--- src/rtl/apu_pkg.sv ---
// Shared APU definitions: register file geometry, address-byte marker and
// the loader's parser states.
package apu_pkg;

   localparam int APU_REG_COUNT = 32;
   localparam int APU_ADDR_W    = 5;
   localparam int APU_GROUP_W   = 3;

   // Bits 7:5 of an address byte; the low five bits carry the register index.
   localparam logic [2:0] ADDR_MARK = 3'b100;

   typedef enum logic [0:0] {
      IDLE      = 1'b0,
      WAIT_DATA = 1'b1
   } loader_state_e;

   // True when a byte received in IDLE opens a write packet.
   function automatic logic is_addr_byte(input logic [7:0] b);
      return b[7:5] == ADDR_MARK;
   endfunction

endpackage

--- src/rtl/apu_reg_loader_if.sv ---
// Byte stream from the host UART receiver into the register loader.
interface apu_reg_loader_if;
   logic [7:0] rx_data;
   logic       rx_valid;

   modport master (output rx_data, output rx_valid);
   modport slave  (input  rx_data, input  rx_valid);
endinterface

--- src/rtl/apu_reg_file.sv ---
// 32 x 8 APU register file with a single synchronous write port, a flattened
// read bus, and a per-group toggle so channels can spot fresh writes.
module apu_reg_file
   import apu_pkg::*;
(
   input  logic                                clk,
   input  logic                                reset,
   input  logic                                we,
   input  logic [APU_ADDR_W-1:0]               waddr,
   input  logic [7:0]                          wdata,
   output logic [APU_REG_COUNT*8-1:0]          apu_reg,
   output logic                                wr_strobe,
   output logic [APU_ADDR_W-1:0]               wr_addr,
   output logic [(1<<APU_GROUP_W)-1:0]         reg_change
);

   logic [APU_REG_COUNT-1:0][7:0] regs;
   logic [APU_GROUP_W-1:0]        grp;

   // Four consecutive registers form one channel group.
   assign grp     = waddr[APU_ADDR_W-1:APU_ADDR_W-APU_GROUP_W];
   assign apu_reg = regs;

   // Commit a write; an unchanged value still strobes and toggles its group.
   always_ff @(posedge clk) begin
      if (reset) begin
         regs       <= '0;
         wr_strobe  <= 1'b0;
         wr_addr    <= '0;
         reg_change <= '0;
      end else begin
         wr_strobe <= we;
         if (we) begin
            regs[waddr]     <= wdata;
            wr_addr         <= waddr;
            reg_change[grp] <= ~reg_change[grp];
         end
      end
   end

endmodule

--- src/rtl/apu_reg_loader.sv ---
// Parses address/data byte pairs from the UART into APU register writes.
// A packet left hanging for TIMEOUT_CYCLES is dropped and counted as an error.
module apu_reg_loader
   import apu_pkg::*;
#(
   parameter int TIMEOUT_CYCLES = 895
) (
   input  logic                        clk,
   input  logic                        reset,
   apu_reg_loader_if.slave             rx,
   output logic [APU_REG_COUNT*8-1:0]  apu_reg,
   output logic                        wr_strobe,
   output logic [APU_ADDR_W-1:0]       wr_addr,
   output logic [7:0]                  reg_change,
   output logic                        busy,
   output logic [7:0]                  err_count
);

   localparam int TCNT_W = $clog2(TIMEOUT_CYCLES);
   localparam logic [TCNT_W-1:0] TO_LAST = TCNT_W'(TIMEOUT_CYCLES - 1);

   loader_state_e          state, state_nxt;
   logic [APU_ADDR_W-1:0]  addr;
   logic [TCNT_W-1:0]      tcnt;
   logic                   addr_ld, tcnt_inc, err_inc, we;

   // State, latched address, timeout counter and saturating error count.
   always_ff @(posedge clk) begin
      if (reset) begin
         state     <= IDLE;
         addr      <= '0;
         tcnt      <= '0;
         err_count <= '0;
      end else begin
         state <= state_nxt;
         if (addr_ld) begin
            addr <= rx.rx_data[APU_ADDR_W-1:0];
            tcnt <= '0;
         end else if (tcnt_inc) begin
            tcnt <= tcnt + 1'b1;
         end
         if (err_inc && err_count != 8'hFF)
            err_count <= err_count + 8'd1;
      end
   end

   // Packet parser: content is only inspected in IDLE; a received byte in
   // WAIT_DATA always completes the packet, even on the timeout cycle.
   always_comb begin
      state_nxt = state;
      addr_ld   = 1'b0;
      tcnt_inc  = 1'b0;
      err_inc   = 1'b0;
      we        = 1'b0;
      case (state)
         IDLE: begin
            if (rx.rx_valid) begin
               if (is_addr_byte(rx.rx_data)) begin
                  addr_ld   = 1'b1;
                  state_nxt = WAIT_DATA;
               end else begin
                  err_inc = 1'b1;
               end
            end
         end
         WAIT_DATA: begin
            if (rx.rx_valid) begin
               we        = 1'b1;
               state_nxt = IDLE;
            end else if (tcnt == TO_LAST) begin
               err_inc   = 1'b1;
               state_nxt = IDLE;
            end else begin
               tcnt_inc = 1'b1;
            end
         end
         default: state_nxt = IDLE;
      endcase
   end

   assign busy = (state == WAIT_DATA);

   apu_reg_file u_reg_file (
      .clk        (clk),
      .reset      (reset),
      .we         (we),
      .waddr      (addr),
      .wdata      (rx.rx_data),
      .apu_reg    (apu_reg),
      .wr_strobe  (wr_strobe),
      .wr_addr    (wr_addr),
      .reg_change (reg_change)
   );

endmodule

--- src/flat_wrapper.sv ---
// flat-port wrapper written by rule: the top's interface ports become plain ports
module apu_reg_loader_flat import apu_pkg::*;
#(
   parameter int TIMEOUT_CYCLES = 895
)
  (clk, reset, apu_reg, wr_strobe, wr_addr, reg_change, busy, err_count, rx_rx_data, rx_rx_valid);
  apu_reg_loader_if rx_i ();
  input  logic clk;
  input  logic reset;
  output logic [APU_REG_COUNT*8-1:0] apu_reg;
  output logic wr_strobe;
  output logic [APU_ADDR_W-1:0] wr_addr;
  output logic [7:0] reg_change;
  output logic busy;
  output logic [7:0] err_count;
  input wire logic [$bits(rx_i.rx_data)-1:0] rx_rx_data;
  input wire logic [$bits(rx_i.rx_valid)-1:0] rx_rx_valid;
  assign rx_i.rx_data = rx_rx_data;
  assign rx_i.rx_valid = rx_rx_valid;
  apu_reg_loader #(.TIMEOUT_CYCLES(TIMEOUT_CYCLES)) u_core (.clk(clk), .reset(reset), .rx(rx_i), .apu_reg(apu_reg), .wr_strobe(wr_strobe), .wr_addr(wr_addr), .reg_change(reg_change), .busy(busy), .err_count(err_count));
endmodule
--- config.mk ---
export PLATFORM = sky130hd
export DESIGN_NAME = apu_reg_loader_flat
export DESIGN_NICKNAME = d
export VERILOG_FILES = /design/src/rtl/apu_pkg.sv /design/src/rtl/apu_reg_loader_if.sv /design/src/rtl/apu_reg_file.sv /design/src/rtl/apu_reg_loader.sv /design/src/flat_wrapper.sv
export SDC_FILE = /design/constraint.sdc
export NUM_CORES = 1
export LEC_CHECK = 0
export ABC_AREA = 1
export CAP_MARGIN = 20
export CORE_MARGIN = 3
export CORE_UTILIZATION = 49
export DETAILED_ROUTE_END_ITERATION = 10
export GPL_ROUTABILITY_DRIVEN = 0
export GPL_TIMING_DRIVEN = 1
export PLACE_DENSITY = 0.8
export SETUP_SLACK_MARGIN = 0.05
export SYNTH_ARGS = -nofsm -noshare
export SYNTH_HDL_FRONTEND = slang
export SYNTH_SLANG_ARGS = --single-unit
--- constraint.sdc ---
create_clock -name clk -period 1.95 [get_ports clk]
set_clock_uncertainty 0.05 [all_clocks]
set_input_delay 0.39 -clock clk [delete_from_list [all_inputs] [get_ports clk]]
set_output_delay 0.39 -clock clk [all_outputs]
set_load 0.01 [all_outputs]
; Yosys cells after proc, flatten, opt, wreduce, memory -nomap -nowiden
; Cells that the tools add are included.
[word_totals]
ff_bits = 294
input_bits = 11
out_inout_bits = 279
wordCells = 76
[classes]
n_addsub = 2
n_lt_le_gt_ge = 4
eq_ne = 3
n_mux = 22
bitwise = 2
reduce_logical = 4
[ops]
columns = operator, count
row1 = $bwmux 256, 1
row2 = $demux 8 s5, 1
row3 = $mux 1, 14
row4 = $add 10x1->10 const B, 1
row5 = $eq 10x10->1 const B, 1
row6 = $add 8x1->8 const B, 1
row7 = $bwmux 8, 1
row8 = $mux 8, 1
row9 = $ne 8x8->1 const B, 1
row10 = $lt 5x6->1 const B, 1
row11 = $ge 5x1->1 const B, 1
row12 = $lt 3x4->1 const B, 1
row13 = $pmux 1 s2, 2
row14 = $bmux 1 s3, 1
row15 = $demux 1 s3, 1
row16 = $eq 3x3->1 const B, 1
row17 = $ge 3x1->1 const B, 1
row18 = $logic_and 1x1->1, 3
row19 = $not 1->1, 2
row20 = $reduce_or 2->1, 1

; Logic depth before layout (Yosys ltp)
; Gate-level depths: netlist (run 1).
[logic_depth]
ltp_word = 5
ltp_mapped = 10

; By module
; A second synthesis (run 1) with hierarchy kept.
[hier_totals]
cells_unflattened = 1439
area_unflattened_um2 = 11109.4
[by_module_without_submodules]
columns = module, n_inst, cells_each, area_each_um2, seq_area_each_um2
row1 = apu_reg_file, 1, 1245, 9803.2, 5405.2
row2 = apu_reg_loader, 1, 194, 1306.3, 480.5

; Worst setup path before layout (run 1)
; Ideal clock, no wire load.
[synth_path]
path_type = flip-flop to flip-flop
startpoint = register u_core.state (netlist: u_core.busy)
endpoint = register u_core.u_reg_file.regs (netlist bit u_core.u_reg_file.apu_reg[199])
arrival_ps = 1372
required_ps = 1768
setup_slack_ps = 396
path_stages_with_launch = 8
period_less_slack_ps = 1554
path_cell_list = dfxtp_1 nand2_1 buf_2 nor3_1 buf_2 nand2_1 nand2_1 a21oi_1
[synth_via]
elab_chain_cells = 1
[synth_rtl]
columns = item, line_no
row1 = from (decl), apu_reg_loader.sv:22  ; loader_state_e state, state_nxt;
row2 = from (signal assigned), apu_reg_loader.sv:35  ; state <= state_nxt;
row3 = $mux 1, apu_reg_loader.sv:55  ; case (state)
row4 = "to (signal, indexed assignment)", apu_reg_file.sv:34  ; regs[waddr] <= wdata;
row5 = to (decl), apu_reg_file.sv:17  ; logic [APU_REG_COUNT-1:0][7:0] regs;
; Every way passes these cells.
; A chain may end at the register's enable or synchronous reset.

; Worst setup path in the final report (run 1)
[layout_path]
startpoint = register u_core.u_reg_file.regs (netlist bit u_core.u_reg_file.apu_reg[69])
endpoint = output apu_reg[69]
[layout_lines]
columns = item, line_no
row1 = to (decl), flat_wrapper.sv:10  ; output logic [APU_REG_COUNT*8-1:0] apu_reg;
; No word-level cell between the ends.

==> impl_metrics.py, run 1 <==
metrics = {
    "sta": {
        "worst_slew_pin_slew_ps": 592,
        "max_freq_ghz": 0.529,
        "slew_headroom_pct": 60.5,
        "setup_slack_ps": 60.5,
        "rsz0062_at_grt": "false",
        "min_period_over_period_pct": 96.9,
        "setup_tns_ps": 0,
        "finalSetupViolCount": 0,
        "finalHoldViolCount": 0,
        "min_period_ps": 1890,
        "slew_viol_final": 0,
    },
    "logic_synthesis": {
        "syn_avg_cell_area_um2": 7.71,
        "async_flop_share_pct": 0,
        "synthFlopType": "dfxtp_1",
        "yosysWarnings": 0,
        "synthCells": 1441,
        "synth_fp_nets": 1455,
        "synth_area_leaders": "dfxtp_1, a21oi_1, nand3_1, nand2_1, clkbuf_1",
        "synth.largest_area_cell": "dfxtp_1",
        "synth_seq_cells": 294,
        "yosysTopAreaCellShare_pct": 53.0,
        "synth_area_mm2": 0.0111,
        "ys_seq_area_share_pct": 53.0,
        "ys_types": 25,
        "synth_edf_count": 0,
    },
    "worst_setup_path": {
        "worstPathRequired_ps": 1510,
        "timing.rr.end": "u_core.u_reg_file.apu_reg[171]$_SDFFE_PP0P_",
        "crit_path_start_kind": "flop",
        "path_cells": "clkdlybuf4s50_1",
        "cp-end-kind": "output pin",
        "cpLargestDelayFamily": "buffers and inverters",
        "cpPeakStageDelay_ps": 560,
        "rrSetupSlack_ps": 200,
        "reg2reg_depth": 8,
        "r2r_start": "u_core.addr[4]$_SDFFE_PP0P_",
        "critical_path.slowest_cell": "clkdlybuf4s50_1",
        "critPathKind": "flop to output pin",
        "critical_path_arrival_ps": 1450,
        "crit_path_end": "apu_reg[69]",
        "crit_fanout": 2,
        "cp.depth": 1,
        "crit_start": "u_core.u_reg_file.apu_reg[69]$_SDFFE_PP0P_",
        "cp_num_buf_inv": 1,
    },
    "finish": {
        "largest_reg_flops": 256,
        "syn_to_final_growth_pct": 42.9,
        "n_antenna_cell": 0,
        "drive_gt1_share_pct": 9.39,
        "nNetsFinal": 1742,
    },
    "power_and_ir_drop": {
        "powerDensity_mw_per_mm2": 787,
        "power.leakage_nw": 7.36,
        "irDropWorstVdd_mv": 0.551,
    },
    "global_routing": {
        "grt_usage_pct": 28.8,
        "antenna_found_initial": 0,
        "grt_overflow": 0,
        "grt_pass1_wl_mm": 57.4,
        "grt_pass1_vias": 10700,
        "grt_max_degree": 86,
    },
    "worst_hold_path": {
        "hold_path_class": "input port to flop",
    },
    "placed_design": {
        "hpwl_mm": 24.0,
        "pre_cts_slack_ps": -269,
        "io_buffers": 289,
    },
    "clocking": {
        "numCtsBuffers": 29,
        "cts_root_buf": "clkbuf_16",
        "cts_buffer_depth": 3,
        "cts_max_level": 1,
        "hold_buffers": 0,
        "cts_tree": "built",
        "worst_skew_pair.late_latency_ps": 540,
        "cts_sinks": 294,
        "clkTransAtPathRegs_ps": 60,
    },
    "route": {
        "avgRoutedWirePerCell_um": 18.4,
        "ant_nets": 0,
        "drt-vias-per-instance": 5.62,
        "via_count": 11400,
        "wirelength_mm": 37.2,
        "firstDrtPassIters": 7,
        "drc": 0,
        "drt_iter0_drc": 881,
    },
    "floorplan": {
        "io_pins": 290,
        "std_cell_rows": 54,
        "die_w_um": 157,
        "fp.dieH_um": 157,
        "dieArea_mm2": 0.0245,
        "start_util_pct": 50.5,
        "core_region_area_mm2": 0.0220,
    },
    "flow_run": {
        "drv_cap": 0,
    },
    "run_status": {
        "outcome": "finished clean",
    },
}
-- synth_stat cells (2+ instances only) --
cell / count
a21oi_1: 292
buf_2: 22
buf_4: 9
buf_6: 3
clkbuf_1: 85
clkinv_1: 3
dfxtp_1: 294
ha_1: 3
inv_1: 38
inv_2: 3
nand2_1: 339
nand3_1: 260
nand4_1: 4
nor2_1: 34
nor3_1: 2
nor4_2: 2
o21ai_0: 36
xnor2_1: 2
xor2_1: 4
-- routing by layer --
layer / wire length (um) / GRT usage (%)
met5: 0 / 0
met1: 14800 / 37.3
met4: 1460 / 12.0
met3: 3300 / 6.06
met2: 17700 / 46.8
-- power breakdown --
group,leakage (nW),internal (mW),total [mW],switching [mW]
sequential,2.37,6.02,6.04,0.0208
combinational,4.49,0.132,0.519,0.387
clock,0.502,3.63,5.94,2.31
total,7.36,9.78,12.5,2.71
-- tightest hold or removal path, stage by stage --
cell     delay (ps)
buf_6            80
inv_1           120
o21ai_0         110
a21oi_1          40
-- final cells by class --
| cell class | instances | area (um^2) |
|---|---|---|
| Clock inverter | 11 | 183 |
| Sequential cell | 294 | 5890 |
| Inverter | 44 | 165 |
| Timing Repair Buffer | 376 | 3870 |
| Multi-Input combinational cell | 983 | 4590 |
| Fill cell | 1675 | 6140 |
| Tap cell | 280 | 350 |
| Clock buffer | 39 | 833 |
-- worst min path at each step --
stage                                                      from                                      endpoint  slack [ps]  depth (start not counted)
finish                                                    reset  u_core.u_reg_file.reg_change[5]$_SDFFE_PP0P_         210                          4
global route                                              reset  u_core.u_reg_file.reg_change[5]$_SDFFE_PP0P_         220                          4
CTS                                                       reset  u_core.u_reg_file.reg_change[5]$_SDFFE_PP0P_         180                          4
detailed placement   u_core.u_reg_file.apu_reg[93]$_SDFFE_PP0P_    u_core.u_reg_file.apu_reg[93]$_SDFFE_PP0P_         380                          2
global placement     u_core.u_reg_file.apu_reg[88]$_SDFFE_PP0P_    u_core.u_reg_file.apu_reg[88]$_SDFFE_PP0P_         380                          2
floorplan           u_core.u_reg_file.apu_reg[248]$_SDFFE_PP0P_   u_core.u_reg_file.apu_reg[248]$_SDFFE_PP0P_         420                          2
-- kinds of logic (layout without fill, tap and decap cells) --
kind of cell	count (synthesis)	in the layout	share of synthesized area, %
AND/OR/NAND/NOR	646	646	25.2
AO/OA/AOI/OAI	328	328	14.8
flip-flops	294	294	53.0
buffers and inverters	164	470	6.29
XOR/XNOR	6	6	0.473
adder cells (fa/ha/maj)	3	3	0.338
-- layout by cell type (no fill, tap or decap), types with 4 or more instances in the layout --
cell / instances
clkbuf_8: 7
a21oi_1: 292
clkinv_2: 5
clkdlybuf4s50_1: 111
nand4_1: 4
inv_1: 37
dlygate4sd2_1: 78
nor2_2: 4
nor2_1: 28
nand2_1: 338
o21ai_0: 36
inv_2: 4
dfxtp_1: 291
buf_2: 8
clkbuf_16: 29
xor2_1: 4
nand3_1: 260
buf_4: 68
bufinv_16: 5
buf_12: 19
dlymetal6s2s_1: 91
-- per-stage QoR --
| step | std cells | instance area [um^2] | util [%] | hold WS (ps) | total power [mW] |
|---|---|---|---|---|---|
| after floorplan | 1441 | 11100 | - | 418 | 6.44 |
| after global placement | 1977 | 14700 | 66.9 | 381 | 6.68 |
| after detailed placement | 1977 | 14700 | 66.9 | 384 | 6.68 |
| after CTS | 2027 | 15700 | 71.1 | 184 | 12.5 |
| after global routing | 2027 | 15900 | 72.1 | 216 | 12.8 |
| final | 2027 | 15900 | 72.1 | 207 | 12.5 |
-- repair_timing --
action,4_1_cts,5_1_grt
resized for setup,81,92
endpoints found under the setup margin,78,92
pin swaps,0,0
buffers inserted,0,0
hold endpoints to repair,0,0
No activity file was read; power rests on OpenSTA's default activity.
==> inputs of run 2 (changes only) <==
--- a/config.mk
+++ b/config.mk
@@ -6,7 +6,7 @@
 export NUM_CORES = 1
 export LEC_CHECK = 0
 export ABC_AREA = 1
-export CAP_MARGIN = 20
+export CAP_MARGIN = 25
 export CORE_MARGIN = 3
 export CORE_UTILIZATION = 49
 export DETAILED_ROUTE_END_ITERATION = 10
==> results of run 2 <==
Final layout, timing and power as in run 1 (identical DEF).
